$ cat config.mk
export PLATFORM = sky130hd
export DESIGN_NAME = int_to_fp8_stream
export DESIGN_NICKNAME = d
export VERILOG_FILES = /design/src/rtl/int_to_fp8_stream.sv
export SDC_FILE = /design/constraint.sdc
export NUM_CORES = 1
export LEC_CHECK = 0
export ABC_AREA = 1
export CAP_MARGIN = 10
export CORE_MARGIN = 4
export CORE_UTILIZATION = 58
export CTS_BUF_LIST = sky130_fd_sc_hd__clkbuf_8 sky130_fd_sc_hd__clkbuf_16
export DETAILED_ROUTE_END_ITERATION = 10
export GPL_TIMING_DRIVEN = 0
export PLACE_DENSITY = 0.91
export SYNTH_ARGS = -nofsm -noshare
export SYNTH_HDL_FRONTEND = slang
export SYNTH_SLANG_ARGS = --single-unit
export TNS_END_PERCENT = 50
$ cat constraint.sdc
create_clock -name clk -period 5 [get_ports clk]
set_input_delay 0.5 -clock clk [delete_from_list [all_inputs] [get_ports clk]]
set_output_delay 0.5 -clock clk [all_outputs]
set_load 0.01 [all_outputs]
$ cat src/rtl/int_to_fp8_stream.sv
// Multi-lane signed integer to FP8 (1-4-3) converter with valid/ready handshake.
// Two-stage pipeline: S1 holds sign/magnitude/mode, S2 holds the encoded beat.
module int_to_fp8_stream #(
    parameter int INT_BITS = 20,
    parameter int LANES    = 4
) (
    input  logic                      clk,
    input  logic                      reset,
    input  logic                      in_valid,
    output logic                      in_ready,
    input  logic [LANES*INT_BITS-1:0] in_data,
    input  logic                      rnd_en,
    output logic                      out_valid,
    input  logic                      out_ready,
    output logic [LANES*8-1:0]        out_data,
    output logic [LANES-1:0]          out_sat,
    input  logic                      sat_clr,
    output logic [15:0]               sat_cnt
);
    localparam int EW = INT_BITS + 5;

    logic                      s1_valid;
    logic [LANES-1:0]          s1_sign;
    logic [LANES*INT_BITS-1:0] s1_mag;
    logic                      s1_rnd;
    logic                      s2_adv;
    logic [LANES-1:0]          in_sign;
    logic [LANES*INT_BITS-1:0] in_mag;
    logic [LANES*8-1:0]        conv_data;
    logic [LANES-1:0]          conv_sat;
    logic [4:0]                sat_pop;
    logic [16:0]               sat_sum;

    // Returns {sat, fp8}. The magnitude is normalised so its leading one sits at
    // the top; five zero guard bits below it make round/sticky read 0 when absent.
    function automatic logic [8:0] encode(input logic sign, input logic [INT_BITS-1:0] mag,
                                          input logic rnd);
        logic [5:0]    p;
        logic [EW-1:0] norm;
        logic [2:0]    mant;
        logic          rbit;
        logic          sticky;
        logic          inc;
        logic [3:0]    mant_sum;
        logic [6:0]    expo;
        p = '0;
        for (int i = 0; i < INT_BITS; i++) begin
            if (mag[i]) p = 6'(i);
        end
        norm     = {mag, 5'b0} << (6'(INT_BITS - 1) - p);
        mant     = norm[EW-2 -: 3];
        rbit     = norm[EW-5];
        sticky   = |norm[EW-6:0];
        inc      = rnd && rbit && (sticky || mant[0]);
        mant_sum = {1'b0, mant} + {3'b0, inc};
        expo     = {1'b0, p} - 7'd3 + {6'b0, mant_sum[3]};
        // Zero or below 8: flushed to signed zero.
        if (!norm[EW-1] || p < 6'd3) begin
            encode = {1'b0, sign, 7'd0};
        end else if (p > 6'd18 || expo > 7'd15) begin
            encode = {1'b1, sign, 7'h7F};
        end else begin
            encode = {1'b0, sign, expo[3:0], mant_sum[2:0]};
        end
    endfunction

    assign s2_adv   = !out_valid || out_ready;
    assign in_ready = !s1_valid || s2_adv;

    always_comb begin
        in_sign = '0;
        in_mag  = '0;
        for (int i = 0; i < LANES; i++) begin
            in_sign[i] = in_data[i*INT_BITS + INT_BITS - 1];
            in_mag[i*INT_BITS +: INT_BITS] = in_sign[i] ? -in_data[i*INT_BITS +: INT_BITS]
                                                        :  in_data[i*INT_BITS +: INT_BITS];
        end
    end

    always_comb begin
        conv_data = '0;
        conv_sat  = '0;
        for (int i = 0; i < LANES; i++) begin
            {conv_sat[i], conv_data[i*8 +: 8]} = encode(s1_sign[i], s1_mag[i*INT_BITS +: INT_BITS],
                                                        s1_rnd);
        end
    end

    always_comb begin
        sat_pop = '0;
        for (int i = 0; i < LANES; i++) begin
            sat_pop = sat_pop + {4'b0, out_sat[i]};
        end
        sat_sum = {1'b0, sat_cnt} + {12'b0, sat_pop};
    end

    always_ff @(posedge clk) begin
        if (!reset) begin
            s1_valid <= 1'b0;
            s1_sign  <= '0;
            s1_mag   <= '0;
            s1_rnd   <= 1'b0;
        end else if (in_ready) begin
            s1_valid <= in_valid;
            if (in_valid) begin
                s1_sign <= in_sign;
                s1_mag  <= in_mag;
                s1_rnd  <= rnd_en;
            end
        end
    end

    always_ff @(posedge clk) begin
        if (!reset) begin
            out_valid <= 1'b0;
            out_data  <= '0;
            out_sat   <= '0;
        end else if (s2_adv) begin
            out_valid <= s1_valid;
            if (s1_valid) begin
                out_data <= conv_data;
                out_sat  <= conv_sat;
            end
        end
    end

    always_ff @(posedge clk) begin
        if (!reset || sat_clr) begin
            sat_cnt <= '0;
        end else if (out_valid && out_ready) begin
            sat_cnt <= sat_sum[16] ? 16'hFFFF : sat_sum[15:0];
        end
    end

endmodule

==> results.toml, run 1 <==
[status]
status = "finished, final reports clean"

[global_routing]
antenna_found_initial = 0
grt_max_degree = 17
grt_pass1_vias = 13400
grt_util_all_layers = 0.346
grt_pass1_wl_um = 63800
gr-total-overflow = 0

[critical_path]
worst_ep_required_time_ns = 5.30
crit_arrival_ns = 4.88
worstPathMaxFanout = 10
critPathKind = "reg -> reg"
cp-start-kind = "flip-flop"
timing.critical_path.cells = "nor2_1 -> nand3_1 -> nand2_1 -> a21oi_1 -> inv_1 -> clkbuf_2 -> ha_1 -> inv_1 -> ha_1 -> clkbuf_1 -> nor4_1 -> nor2_2 -> nor2_2 -> nand3_1 -> ha_1 -> o21ai_0 -> o21ai_0 -> nand2_1 -> o21ai_0 -> nor3_2 -> inv_1 -> o21ai_1 -> a21oi_1"
cp-end-kind = "flip-flop"
cpMaxStageDelayCell = "dfxtp_1"
cpLargestDelayFamily = "simple AND/OR/NAND/NOR gates"
max_stage_delay_ns = 0.46
critPathBufInv = 5

[detailed_routing]
num_vias = 14200
routed_wl_um = 39300
vias_per_cell = 5.86
drtIter0Drc = 1302
firstDrtPassIters = 8
wire_per_inst_um = 16.2
drc = 0
final_antenna_net_count = 0

[yosys]
yosys.area_share.simple = 0.396
async_flop_share = 0
synth_adder_area_share = 0.0402
synth_enable_flop_cells = 0
synth_top_family_by_area = "simple AND/OR/NAND/NOR gates"
synth_xor_area_frac = 0.0380
yosysWarningCount = 0
syn_avg_cell_area_um2 = 5.90
yosys_most_used_dff = "dfxtp_1"
synth-seq-cells = 139
syn_nets = 2115
netlist_instances = 1993
syn_area_um2 = 11800
yosysSeqAreaShare = 0.237
synth.distinct_cells = 48
muxShareOfSynthArea = 0
synth_compound_area_frac = 0.173

[clock_network]
cts_tree = "built"
cts.reportedPaths.clkPinSlew_ns = 0.06
insertion_delay_ns = 0.43
clockRootBuffer = "clkbuf_16"
htree_levels = 4
cts_buffers = 17
clock-sinks = 139
clock_path_buffers = 2

[floorplan]
io_pins = 140
die_h_um = 150
die_x_um = 150
core.rowCount = 51
die-area_um2 = 22600
core-area_um2 = 19700
start_util = 0.596

[placement]
port_buffers = 138
dp_hpwl_um = 30000
dp_slack_ns = 0.347
place_congestion = 0.973

[pwr]
swShare = 0.420
p_switching_mw = 1.92
p_seq_frac = 0.280
comb_power_share = 0.449
clkPwrFrac = 0.271
leakagePower_nw = 6.66
peakVddDrop_v = 0.000275
p_int_mw = 2.64
power_density_nw_per_um2 = 325

[sta]
fin_tns_setup_ns = 0
tightest_slew_ns = 0.713
fin_skew_ns = 0.00848
post-route-period-util = 0.916
hold_viol_final = 0
setup_viol = 0
slew_violations = 0
rsz0062_at_grt = "false"
slew_headroom = 0.525
setup_ws_ns = 0.420
fmax_mhz = 218
fin_crit_ns = 4.58

[cells_and_area]
multi_input_area_um2 = 7630
num_antenna_cells = 0
seq_area_um2 = 2780
n_fill_cell = 1700
drive_above_1_share = 0.0495
area_delta_synth_final_pct = 19.6
layout_commonest_cell = "nand2_1"
layout_common_cells = "nand2_1, inv_1, nand3_1"
final_net_count = 2271

[min_path]
hold_path_class = "reg -> reg"

[flow_run]
drv_cap = 0
-- path summary, 6_finish.rpt --
kind / slack [ns] / end / startpoint / cells past startpoint
hold reg to reg: 0.46 / out_data[9] / out_data[9] / 2
setup / recovery: 0.42 / out_data[14] / s1_mag[24] / 23
setup reg to reg: 0.42 / out_data[14] / s1_mag[24] / 23
hold / removal: 0.46 / out_data[9] / out_data[9] / 2
-- per-stage QoR --
stage          cell area [um^2]  total power, mW  hold slack, ns  utilization  cells
4_1_cts                   14000             4.51           0.466        0.712   2428
3_5_place_dp              13500             3.28           0.456        0.683   2396
6_report                  14100             4.56           0.465        0.713   2427
5_1_grt                   14100             4.88           0.484        0.713   2427
2_1_floorplan             11800             2.72           0.442            -   1993
3_3_place_gp              13500             3.24           0.450        0.683   2396
-- cell families (layout without fill, tap and decap cells) --
group | count (synthesis) | in the layout
simple gates | 1070 | 1070
compound gates | 358 | 358
buf+inv | 339 | 508
flops | 139 | 139
xor+xnor | 51 | 51
fa+ha+maj | 36 | 36
-- worst register-to-register path, cell delays in order (launching register included) --
cell	delay, ns
dfxtp_1	0.46
nor2_1	0.10
nand3_1	0.11
nand2_1	0.07
a21oi_1	0.35
inv_1	0.24
clkbuf_2	0.25
ha_1	0.27
inv_1	0.08
ha_1	0.22
clkbuf_1	0.21
nor4_1	0.38
nor2_2	0.09
nor2_2	0.15
nand3_1	0.10
ha_1	0.20
o21ai_0	0.26
o21ai_0	0.13
nand2_1	0.06
o21ai_0	0.10
nor3_2	0.23
inv_1	0.14
o21ai_1	0.16
a21oi_1	0.07
-- registers in the layout, summed over array words and instances (netlist names) --
register   flops
s1_valid       1
s1_mag        80
out_valid      1
s1_rnd         1
sat_cnt       16
out_data      32
out_sat        4
s1_sign        4
-- synthesized netlist by cell type (all sizes together), types with 21 or more instances --
master / n / area (um^2)
dfxtp: 139 / 2780
clkbuf: 66 / 248
inv: 248 / 931
ha: 33 / 413
a21oi: 126 / 634
o21ai: 146 / 734
nor3: 47 / 235
nand3: 243 / 1250
xor2: 33 / 289
buf: 21 / 168
nor2: 183 / 704
o221ai: 28 / 245
nand2: 548 / 2140
-- routing by layer --
layer  share of wire  GRT usage  up-vias
met5               0          0        -
met4           0.047      0.164        0
met3           0.093     0.0626      154
met2            0.46      0.571      767
met1            0.40      0.438     6434
li1                -          -     6870
-- power by group through the flow --
stage | combinational (mW) | sequential [mW] | clock, mW
after floorplan | 1.43 | 1.29 | 0
after global placement | 1.95 | 1.29 | 0
after detailed placement | 1.98 | 1.29 | 0
after CTS | 2.01 | 1.27 | 1.23
after global routing | 2.31 | 1.28 | 1.29
final | 2.05 | 1.28 | 1.24
-- final cells by class --
cell class	count	share of cell area
tap	265	0.0236
multi-input combinational	1515	0.543
inverter	252	0.0673
clock buffer	19	0.0322
buffer	86	0.0295
clock inverter	13	0.00819
sequential	139	0.198
timing repair buffer	138	0.0983
-- timing repair --
| action | in CTS | in global routing |
|---|---|---|
| endpoints found under the setup margin | 0 | 28 |
| setup buffers | 0 | 0 |
| hold buffers | 0 | 0 |
| gates resized for setup | 0 | 10 |
Note: power is estimated with default switching activity, not from simulation.
==> run 2: changes to the inputs <==
--- a/config.mk
+++ b/config.mk
@@ -8,11 +8,11 @@
 export ABC_AREA = 1
 export CAP_MARGIN = 10
 export CORE_MARGIN = 4
-export CORE_UTILIZATION = 58
+export CORE_UTILIZATION = 60
 export CTS_BUF_LIST = sky130_fd_sc_hd__clkbuf_8 sky130_fd_sc_hd__clkbuf_16
 export DETAILED_ROUTE_END_ITERATION = 10
 export GPL_TIMING_DRIVEN = 0
-export PLACE_DENSITY = 0.91
+export PLACE_DENSITY = 0.94
 export SYNTH_ARGS = -nofsm -noshare
 export SYNTH_HDL_FRONTEND = slang
 export SYNTH_SLANG_ARGS = --single-unit
==> constraint.sdc (replaced) <==
create_clock -name clk -period 5.8 [get_ports clk]
set_input_delay 0.58 -clock clk [delete_from_list [all_inputs] [get_ports clk]]
set_output_delay 0.58 -clock clk [all_outputs]
set_load 0.01 [all_outputs]
==> run 2 against run 1 <==
  * Register-to-register slack better by 0.54 ns
  * Largest cell class unchanged
  * Critical path type unchanged
  * Core utilization up 2.7 points
  * Global-route usage is 1.5 points higher
  * Sequential share of layout area about the same
  * Clock-buffer cell count fell by 1
  * Final area up 0.13%
  * Cell count decreased by 0.12%
  * First-iteration DRC count up 20%
  * Combinational power down 13%
  * Worst hold slack about the same
  * Maximum frequency is 5.3% lower
==> results.toml, run 2 (synthesis results as in run 1) <==
[status]
status = "finished, final reports clean"

[cells_and_area]
fin_area_um2 = 14100
reg_top3 = "s1_mag: 80 flops, out_data: 32 flops, sat_cnt: 16 flops"
largest-register = "s1_mag"
final_net_count = 2272
finalNonFillerCells = 2424
layout_common_cells = "nand2_1, inv_1, nand3_1"
layout_commonest_cell = "nand2_1"
largest_reg_flops = 80
area_delta_synth_final_pct = 19.7
final_util = 0.740
drive_above_1_share = 0.0458
n_fill_cell = 1599

[sta]
slew_violations = 0
hold_viol_final = 0
slew_headroom = 0.465
setup_ws_ns = 0.963
tightest_slew_ns = 0.802
fin_skew_ns = 0.0120
post-route-period-util = 0.834
fmax_mhz = 207
whs_ns = 0.465
fin_crit_ns = 4.84
fin_tns_setup_ns = 0
setup_viol = 0
rsz0062_at_grt = "false"

[clock_network]
cts_buffers = 17
clockRootBuffer = "clkbuf_16"
clock-sinks = 139
cts.reportedPaths.clkPinSlew_ns = 0.06
clock_path_buffers = 2
cts_tree = "built"
holdBufCountCts = 0
post_cts_resized = 0
cts_setup_buffers = 0
insertion_delay_ns = 0.43
htree_levels = 4

[detailed_routing]
final_antenna_net_count = 0
drtIter0Drc = 1559
vias_per_cell = 5.97
routed_wl_um = 40800
num_vias = 14500
drc = 0
wire_per_inst_um = 16.8
firstDrtPassIters = 8

[pwr]
finalPower_mw = 4.03
peakVddDrop_v = 0.000237
leakagePower_nw = 6.67
power_density_nw_per_um2 = 286

[floorplan]
core-area_um2 = 19000
die-area_um2 = 21900
die_x_um = 148
io_pins = 140
start_util = 0.618
core.rowCount = 50
die_h_um = 148

[placement]
dp_hpwl_um = 30400
dpl_cell_area_um2 = 13500
place_congestion = 0.992
dp_slack_ns = 1.16
dp_cells = 2391
port_buffers = 138

[critical_path]
cpMaxStageDelayCell = "nor4_1"
worst_ep_required_time_ns = 6.15
crit_arrival_ns = 5.19
cp-start-kind = "flip-flop"
worstPathMaxFanout = 10
max_stage_delay_ns = 0.45
critPathKind = "reg -> reg"
cp-end-kind = "flip-flop"

[global_routing]
grt_util_all_layers = 0.361
grt_pass1_wl_um = 65700
antenna_found_initial = 1
gr-total-overflow = 0
grt_max_degree = 17
grt_pass1_vias = 13700

[min_path]
hold_path_class = "reg -> reg"

[flow_run]
drv_cap = 0
==> run 2: power breakdown <==
part | internal, mW | switching [mW]
Sequential | 1.03 | 0.0684
Combinational | 0.633 | 1.15
Clock | 0.690 | 0.461
Total | 2.35 | 1.68
==> run 2: area by class of cell <==
type | instances | area (um^2) | area share
Multi-Input combinational cell | 1515 | 7610 | 0.541
Sequential cell | 139 | 2780 | 0.198
Timing Repair Buffer | 138 | 1380 | 0.0981
Inverter | 252 | 946 | 0.0672
Clock buffer | 18 | 439 | 0.0312
Buffer | 87 | 415 | 0.0295
Tap cell | 260 | 325 | 0.0231
Clock inverter | 14 | 170 | 0.0121
Antenna cell | 1 | 2.50 | 0.000178
==> run 2: worst max-delay path, delay by kind of cell (launching register included) <==
| kind | cells | cell delay (ns) |
|---|---|---|
| buf+inv | 7 | 1.07 |
| fa+ha+maj | 4 | 0.95 |
| flops | 1 | 0.31 |
| simple gates | 10 | 1.70 |
| compound gates | 5 | 0.74 |
==> run 2: final timing paths <==
kind                     from            to  slack (ns)  depth (start not counted)
setup / recovery   s1_mag[72]  out_data[24]        0.96                         26
hold / removal    out_data[3]   out_data[3]        0.46                          2
setup reg to reg   s1_mag[72]  out_data[24]        0.96                         26
hold reg to reg   out_data[3]   out_data[3]        0.46                          2
==> run 2: per-layer routing <==
layer / wire [um] / GRT usage / up-vias / part of all wire
met5: 0 / 0 / - / 0
met4: 2260 / 0.186 / 0 / 0.055
met3: 4030 / 0.0711 / 192 / 0.099
met2: 18000 / 0.570 / 886 / 0.44
met1: 16500 / 0.470 / 6525 / 0.40
li1: - / - / 6859 / -
==> variant (config.mk and constraints of run 2) <==
Set the parameter `INT_BITS` to 24 (it was 20).
--- a/src/rtl/int_to_fp8_stream.sv
+++ b/src/rtl/int_to_fp8_stream.sv
@@ -1,7 +1,7 @@
 // Multi-lane signed integer to FP8 (1-4-3) converter with valid/ready handshake.
 // Two-stage pipeline: S1 holds sign/magnitude/mode, S2 holds the encoded beat.
 module int_to_fp8_stream #(
-    parameter int INT_BITS = 20,
+    parameter int INT_BITS = 24,
     parameter int LANES    = 4
 ) (
     input  logic                      clk,
Ports: changed (resized in_data); port bits go from 140 to 156. No check against the original RTL was run, so the function may have changed too.
==> variant against run 2 <==
Die area rose by 16%. Sequential cell count rose by 16. Power rose by 11%. Sequential power rose by 12%. Cell area rose by 16%. Synthesized area rose by 17%. Routed wire length rose by 19%. Via count rose by 20%. First-iteration DRC count rose by 32%. Worst setup slack got worse by 0.17 ns.
==> variant: results (changes against run 2) <==
** Critical path
- The timing startpoint of the critical path was s1_mag[95]$_SDFFE_PN0P_ (was s1_mag[72]$_SDFFE_PN0P_).
- Critical path data arrival time :: 5.30 ns (was 5.19 ns)
- Cell type of the slowest stage on the worst timing path :: sky130_fd_sc_hd__ha_1 (was sky130_fd_sc_hd__nor4_1)
- Stage delay of the slowest cell on the critical path :: 0.51 ns (was 0.45 ns)

** Placement
- The quantity of I/O buffers inserted on ports came to 153 (was 138).
- The total placed instance area came to 15,650 sq um (was 13,470 sq um).
- The total half-perimeter wirelength after legalization and detailed placement came to 37,920 um (was 30,420 um).
- Placer congestion estimate :: 1.006 (was 0.9920)
- The worst setup slack after placement is 0.9114 ns (was 1.161 ns).

** GRT
- The number of global-route vias before repair came to 15,960 (was 13,680).
- The initial antenna violation count was 3 (was 1).
- The wire length of the first global-routing pass was 77,580 um (was 65,740 um).

** Logic synthesis
- Post-synthesis net count :: 2,541 (was 2,115)
- Most frequent cells after synthesis: 726 x sky130_fd_sc_hd__nand2_1, 296 x sky130_fd_sc_hd__nand3_1, 260 x sky130_fd_sc_hd__inv_1 (was 531 x sky130_fd_sc_hd__nand2_1, 239 x sky130_fd_sc_hd__inv_1, 236 x sky130_fd_sc_hd__nand3_1).
- Synth top area cells :: sky130_fd_sc_hd__dfxtp_1 23%, sky130_fd_sc_hd__nand2_1 20%, sky130_fd_sc_hd__nand3_1 11% (was sky130_fd_sc_hd__dfxtp_1 24%, sky130_fd_sc_hd__nand2_1 17%, sky130_fd_sc_hd__nand3_1 10%)
- The count of unique library cells instantiated by Yosys came to 53 (was 48).

** Timing
- The worst setup slack after layout was 0.7884 ns (was 0.9626 ns).

** Route
- The routed length per instance is 16.87 um (was 16.83 um).
- Vias post-DR :: 17,390 (was 14,460)

** Status
- Status :: finished, final reports clean (unchanged)

** Final layout
- The final layout net count came to 2,713 (was 2,272).
- Layout fillers :: 1,979 (was 1,599)

** Pwr
- Leak Pwr :: 7.716 nW (was 6.673 nW)
- Worst voltage drop across the vdd grid :: 0.2047 mV (was 0.2371 mV)

** Worst hold path
- HP Start :: out_data[26]$_SDFFE_PN0P_ (was out_data[3]$_SDFFE_PN0P_)
variant: cell types whose count changed after synthesis, sizes merged, moves of 6 or more:
| cell | run 2 | this run |
|---|---|---|
| a21oi | 126 | 138 |
| a31oi | 8 | 18 |
| buf | 21 | 27 |
| clkbuf | 66 | 77 |
| dfxtp | 139 | 155 |
| inv | 248 | 271 |
| nand2 | 548 | 741 |
| nand3 | 243 | 299 |
| nor2 | 183 | 222 |
| o2111ai | 0 | 6 |
| o21ai | 146 | 167 |
| xnor2 | 18 | 36 |
variant: cell type report:
| class | instances | area, sq um | share of cell area, % |
|---|---|---|---|
| antenna | 1 | 2.502 | 0.01538 |
| buffer | 104 | 456.7 | 2.806 |
| clock buffer | 18 | 439.2 | 2.699 |
| clock inverter | 14 | 185.2 | 1.138 |
| inverter | 280 | 1051 | 6.459 |
| multi-input combinational | 1864 | 9148 | 56.21 |
| sequential | 155 | 3103 | 19.07 |
| tap | 285 | 356.6 | 2.191 |
| timing repair buffer | 153 | 1531 | 9.411 |
variant: where the power goes:
group / switching (mW) / internal (mW)
Sequential: 0.0837 / 1.15
Clock: 0.492 / 0.698
Combinational: 1.34 / 0.713
Total: 1.91 / 2.56
variant: routing by layer:
layer	track usage, %	vias to the layer above	routed length, um
li1	-	8220	-
met1	46.28	7878	19080
met2	58.82	1076	21480
met3	6.834	212	5127
met4	19.88	6	2773
met5	0	-	39
variant: path summary, 6_finish.rpt:
path,end
worst max-delay path,out_data[24]$_SDFFE_PN0P_
worst min-delay path,out_data[26]$_SDFFE_PN0P_
worst max register to register,out_data[24]$_SDFFE_PN0P_
worst min register to register,out_data[26]$_SDFFE_PN0P_
variant: cell families after synthesis:
group	after synthesis	share of synthesized area (%)
simple gates	1359	41.82
compound gates	403	17.02
buf+inv	384	10.96
flops	155	22.55
xor+xnor	66	4.201
fa+ha+maj	36	3.438
variant: metrics by stage:
| step | hold slack, ns | std cells | total power [mW] |
|---|---|---|---|
| final | 0.4660 | 2874 | 4.475 |
| after global routing | 0.4860 | 2873 | 4.754 |
| after CTS | 0.4652 | 2873 | 4.410 |
| after detailed placement | 0.4545 | 2841 | 3.230 |
| after global placement | 0.4489 | 2841 | 3.190 |
| after floorplan | 0.4422 | 2403 | 2.650 |
